`src/rtl/ppu_pkg.sv`:
```
// Shared types and constants for the PPU background pipeline.
package ppu_pkg;
  typedef enum logic [3:0] {
    IDLE, T_REQ, T_CAP, L_REQ, L_CAP, H_REQ, H_CAP, PUSH, FLUSH_END
  } fetch_state_t;

  localparam logic [12:0] MAP0_BASE        = 13'h1800;
  localparam logic [12:0] MAP1_BASE        = 13'h1C00;
  localparam logic [12:0] TILE_SIGNED_BASE = 13'h1000;
  localparam int          TILE_BYTES       = 16;

  typedef logic [1:0] pixel_t;

  // Address of the low bitplane byte for one tile row; all math wraps at 13 bits.
  function automatic logic [12:0] tile_row_addr(input logic [7:0] id, input logic unsigned_sel,
                                                input logic [2:0] fine_y);
    logic [12:0] base;
    base = unsigned_sel ? 13'(id) * 13'(TILE_BYTES)
                        : TILE_SIGNED_BASE + 13'($signed(id)) * 13'(TILE_BYTES);
    return base + {9'b0, fine_y, 1'b0};
  endfunction
endpackage

```
`src/rtl/bg_pixel_fifo.sv`:
```
// Circular pixel buffer: 8-wide push of one decoded tile row, 1-wide pop, sync flush.
module bg_pixel_fifo
  import ppu_pkg::*;
#(
  parameter  int FIFO_DEPTH = 16,
  localparam int AW = $clog2(FIFO_DEPTH) + 1,
  localparam int IW = $clog2(FIFO_DEPTH),
  localparam int CW = $clog2(FIFO_DEPTH + 1)
) (
  input  logic          clk,
  input  logic          reset,
  input  logic          flush,
  input  logic          push,
  input  pixel_t [7:0]  push_data,
  input  logic          pop,
  output pixel_t        head,
  output logic [CW-1:0] count
);
  pixel_t        mem [FIFO_DEPTH];
  logic [AW-1:0] wr_ptr, rd_ptr;

  // Pointers stay in [0, FIFO_DEPTH); the spare bit absorbs the +8 before the wrap.
  function automatic logic [AW-1:0] wrap_add(input logic [AW-1:0] p, input logic [AW-1:0] inc);
    logic [AW-1:0] s;
    s = p + inc;
    return (s >= AW'(FIFO_DEPTH)) ? s - AW'(FIFO_DEPTH) : s;
  endfunction

  always_ff @(posedge clk)
    if (push && !flush)
      for (int i = 0; i < 8; i++) begin
        logic [AW-1:0] wa;
        wa = wrap_add(wr_ptr, AW'(i));
        mem[wa[IW-1:0]] <= push_data[i];
      end

  always_ff @(posedge clk or posedge reset)
    if (reset) begin
      wr_ptr <= '0;
      rd_ptr <= '0;
      count  <= '0;
    end else if (flush) begin
      wr_ptr <= '0;
      rd_ptr <= '0;
      count  <= '0;
    end else begin
      if (push) wr_ptr <= wrap_add(wr_ptr, AW'(8));
      if (pop)  rd_ptr <= wrap_add(rd_ptr, AW'(1));
      count <= count + (push ? CW'(8) : CW'(0)) - (pop ? CW'(1) : CW'(0));
    end

  assign head = mem[rd_ptr[IW-1:0]];
endmodule

```
`src/rtl/ppu_bg_fetcher.sv`:
```
// Background tile fetcher: VRAM map/tile reads -> 2-bit pixels -> FIFO -> valid/ready stream.
module ppu_bg_fetcher
  import ppu_pkg::*;
#(
  parameter int FIFO_DEPTH  = 16,
  parameter int LINE_PIXELS = 160
) (
  input  logic        clk,
  input  logic        reset,
  input  logic        start,
  input  logic [7:0]  ly,
  input  logic [7:0]  scx,
  input  logic [7:0]  scy,
  input  logic        bg_map_sel,
  input  logic        tile_data_sel,
  output logic        vram_en,
  output logic [12:0] vram_addr,
  input  logic [7:0]  vram_dout,
  output logic        pix_valid,
  output pixel_t      pix_data,
  input  logic        pix_ready,
  output logic        busy,
  output logic        line_done
);
  localparam int CW = $clog2(FIFO_DEPTH + 1);
  localparam int OW = $clog2(LINE_PIXELS + 1);

  fetch_state_t  state, state_nxt;
  logic [4:0]    row, tile_x;
  logic [2:0]    fine_y, discard;
  logic [OW-1:0] out_cnt;
  logic [7:0]    tile_id, lo, hi, y_sum;
  logic [12:0]   map_base, tile_addr;
  logic [CW-1:0] count;
  pixel_t [7:0]  push_data;
  logic          fifo_empty, accept, drop, last, room, push, pop, flush;

  assign y_sum      = ly + scy;
  assign fifo_empty = (count == '0);
  assign busy       = (state != IDLE);
  assign pix_valid  = busy && !fifo_empty && (discard == '0);
  assign accept     = pix_valid && pix_ready;
  assign drop       = (discard != '0) && !fifo_empty;
  assign last       = accept && (out_cnt == OW'(LINE_PIXELS - 1));
  assign room       = (count <= CW'(FIFO_DEPTH - 8));
  // A restart or the final accept discards everything buffered and anything in flight.
  assign flush      = start || last;
  assign push       = (state == PUSH) && room && !flush;
  assign pop        = accept || drop;
  assign line_done  = (state == FLUSH_END);
  assign map_base   = bg_map_sel ? MAP1_BASE : MAP0_BASE;
  assign tile_addr  = tile_row_addr(tile_id, tile_data_sel, fine_y);

  always_comb
    for (int i = 0; i < 8; i++) push_data[i] = {hi[7-i], lo[7-i]};

  always_comb begin
    state_nxt = state;
    vram_en   = 1'b0;
    vram_addr = '0;
    case (state)
      T_REQ: begin
        vram_en   = 1'b1;
        vram_addr = map_base + {3'b0, row, tile_x};
        state_nxt = T_CAP;
      end
      T_CAP: state_nxt = L_REQ;
      L_REQ: begin
        vram_en   = 1'b1;
        vram_addr = tile_addr;
        state_nxt = L_CAP;
      end
      L_CAP: state_nxt = H_REQ;
      H_REQ: begin
        vram_en   = 1'b1;
        vram_addr = tile_addr + 13'd1;
        state_nxt = H_CAP;
      end
      H_CAP:     state_nxt = PUSH;
      PUSH:      if (room) state_nxt = T_REQ;
      FLUSH_END: state_nxt = IDLE;
      default:   state_nxt = state;
    endcase
    if (last)  state_nxt = FLUSH_END;
    if (start) state_nxt = T_REQ;
  end

  always_ff @(posedge clk or posedge reset)
    if (reset) begin
      state   <= IDLE;
      row     <= '0;
      fine_y  <= '0;
      tile_x  <= '0;
      discard <= '0;
      out_cnt <= '0;
      tile_id <= '0;
      lo      <= '0;
      hi      <= '0;
    end else begin
      state <= state_nxt;
      if (start) begin
        row     <= y_sum[7:3];
        fine_y  <= y_sum[2:0];
        tile_x  <= scx[7:3];
        discard <= scx[2:0];
        out_cnt <= '0;
      end else begin
        if (drop)   discard <= discard - 3'd1;
        if (accept) out_cnt <= out_cnt + OW'(1);
        if (push)   tile_x  <= tile_x + 5'd1;
        case (state)
          T_CAP:   tile_id <= vram_dout;
          L_CAP:   lo      <= vram_dout;
          H_CAP:   hi      <= vram_dout;
          default: ;
        endcase
      end
    end

  bg_pixel_fifo #(.FIFO_DEPTH(FIFO_DEPTH)) u_fifo (
    .clk      (clk),
    .reset    (reset),
    .flush    (flush),
    .push     (push),
    .push_data(push_data),
    .pop      (pop),
    .head     (pix_data),
    .count    (count)
  );
endmodule
```
`config.mk`:
```
export PLATFORM = sky130hd
export DESIGN_NAME = ppu_bg_fetcher
export DESIGN_NICKNAME = d
export VERILOG_FILES = /design/src/rtl/ppu_pkg.sv /design/src/rtl/bg_pixel_fifo.sv /design/src/rtl/ppu_bg_fetcher.sv
export SDC_FILE = /design/constraint.sdc
export NUM_CORES = 1
export LEC_CHECK = 0
export BUFFER_PORTS_ARGS = -buffer_cell sky130_fd_sc_hd__buf_2
export CORE_AREA = 5 5 97 99
export DETAILED_ROUTE_END_ITERATION = 10
export DIE_AREA = 0 0 102 104
export GPL_TIMING_DRIVEN = 1
export HOLD_SLACK_MARGIN = 0.12
export PLACE_DENSITY = 0.81
export SYNTH_ARGS = -nofsm -noshare
export SYNTH_HDL_FRONTEND = slang
export SYNTH_SLANG_ARGS = --single-unit
```
`constraint.sdc`:
```
create_clock -name clk -period 6.44 [get_ports clk]
set_clock_uncertainty 0.15 [all_clocks]
set_input_delay 0.322 -clock clk [delete_from_list [all_inputs] [get_ports clk]]
set_output_delay 0.322 -clock clk [all_outputs]
set_load 0.005 [all_outputs]
```
==> flow_metrics.tcl, run 1 <==
set metrics [dict create \
    rows 34 \
    initialDrtViolationCount 309 \
    power_leakage_nw 2.55 \
    mostFrequentLayoutCells "dfrtp_1, buf_2, nor2_1, edfxtp_1, a21o_1" \
    insertion_delay_ns 0.36 \
    avgSynthCellArea_sq_um 11.8 \
    clk_path_buf_depth 2 \
    ys_seq_area_frac 0.506 \
    num_vias 3472 \
    nets 536 \
    ys.warnings.count 0 \
    async_flop_share 0.660 \
    whs_endpoint "fine_y[0]" \
    cts_buffers 9 \
    cts_root_buffer "clkbuf_8" \
    dp.cells 559 \
    setup_viol 0 \
    start_util 0.586 \
    critPathMaxFanout 19 \
    crit_path_start_kind "flip-flop" \
    crit_chain "or4_4 -> o311a_1 -> a31o_1 -> nor2_1 -> inv_1 -> ha_1 -> inv_1 -> ha_1 -> a21oi_1 -> xnor2_1 -> nor2_1" \
    h-tree-depth 3 \
    period_needed_ns 3.50 \
    synth_edf_count 32 \
    hold_path.class "primary input to flip-flop" \
    die_y_um 104 \
    synthCells 420 \
    post_cts_resized 0 \
    routedWlPerCell_um 17.3 \
    ys.flop_type "dfrtp_1" \
    overflow 0 \
    grt_max_degree 63 \
    finalCritPeriodShare 0.543 \
    coreArea_sq_um 8470 \
    r2r_cells 11 \
    min_from "scy[0]" \
    final_util 0.666 \
    fmax_ghz 0.286 \
    arrival_ns 3.55 \
    detail_route.first_pass.iterations 4 \
    cp-end-kind "flip-flop" \
    fin_ws_ns 2.94 \
    ff2ff_setup_slack_ns 2.94 \
    dp_slack_ns 3.01 \
    antenna_found_initial 0 \
    rsz0062_at_grt "no" \
    num_antenna_cells 0 \
    hpwl_um 7300 \
    cp.required_ns 6.50 \
    synth_seq_cells 94 \
    path_clk_slew_ns 0.10 \
    cts_tree "built" \
    slowest_delay_ns 0.66 \
    drive_above_1_share 0.252 \
    grt_pass1_wl_um 17300 \
    crit_type "flip-flop to flip-flop" \
    syn_area_sq_um 4960 \
    relSlewSlack 0.356 \
    layout_commonest_cell "dfrtp_1" \
    critical-path-top-delay-family "compound AO/OA/AOI/OAI gates" \
    design.die.area_sq_um 10600 \
    io_buffers 56 \
    place_congestion 0.847 \
    wirelength_um 10200 \
    gr-usage-all-layers 0.207 \
    final_cell_count_no_fill 592 \
    vias_per_cell 5.86 \
    status "finished, final reports clean" \
    powerDensity_nw_per_um2 358 \
    ioPinCount 57 \
    antenna_left 0 \
    syn-num-nets 477 \
    maxSlewViolCount 0 \
    critical_path_buf_inv_count 2 \
    hold_path_depth 3 \
    post-route-drc-count 0 \
    timing.max_cap.violations 0 \
    grt_pass1_vias 3509 \
    crit-reg2reg-launch "state[2]" \
    area_growth_pct 13.6 \
    crit_path_top_delay_cell "a31o_1" \
    tightest_slew_ns 0.965 \
    synth_cell_types 53 \
    die_width_um 102 \
    r2r-end "u_fifo.count[4]" \
    final_hold_viol_count 0 \
    worst_ir_drop_vdd_mv 0.223 \
    setup_tns_ns 0 \
    cts_sinks 94 \
]
## sequential cells by signal, summed over array words and instances, names as in the netlist
signal,cells
u_fifo.wr_ptr,1
discard,3
state,4
tile_x,5
u_fifo.rd_ptr,4
tile_id,8
u_fifo.count,5
row,5
hi,8
fine_y,3
out_cnt,8
lo,8
u_fifo.mem,32
## worst max-delay path by stage
stage	start	to	slack, ns	depth (start not counted)
after floorplan	state[3]	u_fifo.count[4]	3.52	14
after global placement	discard[0]	u_fifo.count[4]	3.11	13
after detailed placement	discard[0]	u_fifo.count[4]	3.01	13
after CTS	state[2]	u_fifo.count[4]	2.99	11
after global routing	state[2]	u_fifo.count[4]	2.67	11
final	state[2]	u_fifo.count[4]	2.94	11
## per-stage QoR
stage | total power, mW | cell area [sq um] | hold WS [ns]
after CTS | 2.02 | 5640 | 0.145
after global placement | 1.59 | 5270 | 0.317
after floorplan | 1.43 | 4960 | 0.293
final | 2.02 | 5640 | 0.181
after global routing | 2.15 | 5640 | 0.195
after detailed placement | 1.63 | 5270 | 0.341
## routing by layer
layer	global-route usage	wire length (um)	share of wire	up-vias
met1	0.278	4540	0.44	1716
met2	0.329	4970	0.49	89
met3	0.0483	527	0.052	17
met4	0.0722	191	0.019	0
li1	-	-	-	1650
met5	0	0	0	-
## cell type report
class	instances	area (sq um)
Timing Repair Buffer	77	480
Multi-Input combinational cell	277	2230
Fill cell	603	2830
Clock buffer	9	124
Clock inverter	7	75.1
Inverter	20	75.1
Sequential cell	94	2510
Tap cell	108	135
## synth_stat cells (6+ instances only)
| master | number | area, sq um |
|---|---|---|
| nand2_1 | 20 | 75.1 |
| ha_1 | 17 | 213 |
| nand3_1 | 9 | 45.0 |
| mux2_2 | 29 | 327 |
| a21o_1 | 31 | 233 |
| inv_1 | 19 | 71.3 |
| a21oi_1 | 9 | 45.0 |
| a22o_1 | 10 | 87.6 |
| nor3_1 | 8 | 40.0 |
| clkbuf_1 | 22 | 82.6 |
| nand4_1 | 7 | 43.8 |
| xor2_1 | 15 | 131 |
| nor2b_1 | 6 | 37.5 |
| xnor2_1 | 9 | 78.8 |
| o21ai_0 | 9 | 45.0 |
| nor2_1 | 32 | 120 |
| dfrtp_1 | 62 | 1550 |
| edfxtp_1 | 32 | 961 |
| mux4_2 | 10 | 225 |
## report_power, final
part / switching [mW] / internal [mW]
clock network: 0.230 / 0.153
registers: 0.155 / 0.778
logic: 0.330 / 0.370
## timing repair
| item | 4_1_cts | 5_1_grt |
|---|---|---|
| setup endpoints to repair | 0 | 0 |
| hold buffers | 17 | 0 |
| hold endpoints to repair | 94 | 0 |
| setup buffers | 0 | 0 |
## logic make-up (layout without fill, tap and decap cells)
| logic type | count (synthesis) | count (layout) | share of synthesized area |
|---|---|---|---|
| multiplexers | 41 | 41 | 0.115 |
| AND/OR/NAND/NOR | 100 | 100 | 0.100 |
| buffers and inverters | 49 | 113 | 0.0436 |
| flip-flops | 94 | 94 | 0.506 |
| XOR/XNOR | 24 | 24 | 0.0424 |
| adder cells (fa/ha/maj) | 19 | 19 | 0.0509 |
| AO/OA/AOI/OAI | 93 | 93 | 0.141 |
## worst reg2reg max path, stage by stage (launching register included)
cell	delay, ns
dfrtp_1	0.65
or4_4	0.21
o311a_1	0.63
a31o_1	0.66
nor2_1	0.08
inv_1	0.08
ha_1	0.22
inv_1	0.06
ha_1	0.24
a21oi_1	0.17
xnor2_1	0.13
nor2_1	0.06
Note: power is estimated with default switching activity, not from simulation.
==> inputs of run 2 (changes only) <==
- ABC_AREA: default -> 1
- CORE_AREA: 5 5 97 99 -> 5 5 99 101
- DIE_AREA: 0 0 102 104 -> 0 0 104 106
- PLACE_DENSITY: 0.81 -> 0.79
- clock period: 6.44 -> 3.4 ns (I/O delays scaled with it)
==> run 2 against run 1 <==
Against the previous run:
- utilization shrank 1.4 points
- critical path type unchanged
- non-clock buffer count is 9 higher
- sequential power increased by 83%
- synthesized area rose by 1.7%
- register-to-register slack got worse by 2.4 ns
- combinational power is 110% higher
- global-route usage increased by 0.69 points
- count of clock-buffer cells in the layout grew 1
- power rose by 91%
- fmax is 23% higher
==> flow_metrics.tcl, run 2 <==
set metrics [dict create \
    status "finished, final reports clean" \
    start_util 0.565 \
    whs_endpoint "row[3]" \
    async_flop_share 0.660 \
    drive_above_1_share 0.129 \
    hold_path.class "primary input to flip-flop" \
    fmax_ghz 0.351 \
    relSlewSlack 0.570 \
    powerDensity_nw_per_um2 662 \
    clockPowerShare 0.176 \
    critPathMaxFanout 17 \
    routedWlPerCell_um 14.4 \
    initialDrtViolationCount 451 \
    synthCells 604 \
    ys.warnings.count 0 \
    worst_ir_drop_vdd_mv 0.337 \
    cts_tree "built" \
    detail_route.first_pass.iterations 5 \
    cp-end-kind "flip-flop" \
    layout_commonest_cell "nand2_1" \
    crit_type "flip-flop to flip-flop" \
    combPwrFrac 0.381 \
    maxSlewViolCount 0 \
    ys_top_cells_by_count "nand2_1, o21ai_0, dfrtp_1" \
    grt_pass1_wl_um 19500 \
    period_needed_ns 2.85 \
    synth_cell_types 33 \
    hold_slack_ns 0.152 \
    cell_internal_pwr_mw 2.31 \
    syn-num-nets 661 \
    cp.required_ns 3.48 \
    finalCritPeriodShare 0.837 \
    coreArea_sq_um 8930 \
    num_vias 4292 \
    post-route-drc-count 0 \
    vias_per_cell 5.41 \
    avgSynthCellArea_sq_um 8.35 \
    hpwl_um 8240 \
    io_buffers 56 \
    die_width_um 104 \
    h-tree-depth 3 \
    overflow 0 \
    synth_top_area_share 0.307 \
    synthTopCellsByArea "dfrtp_1, edfxtp_1, nand2_1, o21ai_0, inv_1" \
    arrival_ns 2.93 \
    final_hold_viol_count 0 \
    cts_buffers 9 \
    rows 35 \
    synth_top_area_cell "dfrtp_1" \
    switching_share 0.401 \
    insertion_delay_ns 0.35 \
    timing.max_cap.violations 0 \
    mostFrequentLayoutCells "nand2_1, o21ai_0, dfrtp_1" \
    area_growth_pct 15.4 \
    rsz0062_at_grt "no" \
    antenna_left 0 \
    cts_root_buffer "clkbuf_8" \
    syn_area_sq_um 5050 \
    nets 734 \
    ys.flop_type "dfrtp_1" \
    synth_seq_cells 94 \
    num_antenna_cells 0 \
    largest_register_ffs 32 \
    power_frac_seq 0.442 \
    design.die.area_sq_um 11000 \
    setup_tns_ns 0 \
    grt_pass1_vias 4264 \
    ioPinCount 57 \
    path_clk_slew_ns 0.09 \
    setup_viol 0 \
    clk_path_buf_depth 2 \
    p_sw_mw 1.54 \
    antenna_found_initial 0 \
    cts_sinks 94 \
    crit_path_start_kind "flip-flop" \
    min_from "scy[6]" \
    ff2ff_setup_slack_ns 0.55 \
    r2r-end "u_fifo.count[4]" \
    yosysMostFrequentCell "nand2_1" \
    gr-usage-all-layers 0.214 \
    grt_max_degree 38 \
    ys_seq_area_frac 0.498 \
    wirelength_um 11400 \
    place_congestion 0.892 \
    tightest_slew_ns 0.645 \
    crit-reg2reg-launch "discard[0]" \
    die_y_um 106 \
    r2r_cells 15 \
    power_leakage_nw 2.80 \
    synth_edf_count 32 \
    hold_path_depth 4 \
]
[run 2: changes by cell type after synthesis, sizes merged, moves of 29 or more]
| cell | delta |
|---|---|
| a21o | -30 |
| inv | +42 |
| mux2 | -29 |
| nand2 | +152 |
| nor2 | +31 |
| o21ai | +62 |
[run 2: per-layer routing]
layer	global-route usage	wire length, um	up-vias	part of all wire
met5	0	0	-	0
met4	0.0786	214	0	0.019
met3	0.0255	511	21	0.045
met2	0.392	5850	134	0.51
met1	0.258	4840	2008	0.42
li1	-	-	2129	-
[run 2: final cells by class]
cell class	count	area [sq um]
Tap cell	111	139
Sequential cell	94	2510
Inverter	63	236
Clock buffer	10	128
Fill cell	744	3110
Multi-Input combinational cell	423	2180
Timing Repair Buffer	86	571
Clock inverter	6	55.1
[run 2: kinds of logic after synthesis]
group,after synthesis,share of synthesized area
XOR/XNOR,14,0.0243
AND/OR/NAND/NOR,281,0.236
AO/OA/AOI/OAI,109,0.123
buffers and inverters,87,0.0692
adder cells (fa/ha/maj),19,0.0501
flip-flops,94,0.498
[run 2: power groups by stage]
stage / clock network, mW / logic (mW) / registers, mW
finish: 0.679 / 1.47 / 1.71
global route: 0.738 / 1.68 / 1.73
CTS: 0.692 / 1.47 / 1.70
detailed placement: 0 / 1.43 / 1.72
global placement: 0 / 1.37 / 1.70
floorplan: 0 / 1.07 / 1.61
[run 2: metrics by stage]
stage                     instances  utilization  power [mW]  area, sq um  setup WS [ns]
after global routing            793        0.652        4.15         5830          0.387
after global placement          751        0.603        3.07         5380          0.835
after CTS                       793        0.652        3.86         5830          0.585
after detailed placement        751        0.603        3.15         5380          0.595
after floorplan                 604            -        2.68         5050          0.880
final                           793        0.652        3.85         5830          0.555
[run 2: worst max path at each step]
stage,to,start,cells after the start
after global placement,u_fifo.count[4],u_fifo.count[2],13
after global routing,pix_data[0],u_fifo.rd_ptr[0],8
after detailed placement,u_fifo.count[4],discard[0],15
after floorplan,u_fifo.count[4],discard[0],16
after CTS,u_fifo.count[4],discard[0],15
final,u_fifo.count[4],discard[0],15
[run 2: worst max-delay path, cell delays in order (launching register included)]
cell	delay (ns)
dfrtp_1	0.38
inv_1	0.08
ha_1	0.19
nand2_1	0.12
inv_1	0.06
nand2_2	0.08
nor2_4	0.05
nand3_4	0.12
nand3_4	0.23
ha_1	0.37
inv_1	0.04
ha_1	0.32
a21oi_1	0.16
nand2_1	0.10
xor2_1	0.20
nor2_1	0.08
[run 2: repair_timing]
| action | CTS | global route |
|---|---|---|
| hold endpoints to repair | 68 | 0 |
| setup buffers | 0 | 0 |
| resized for setup | 0 | 0 |
| hold buffers | 26 | 0 |
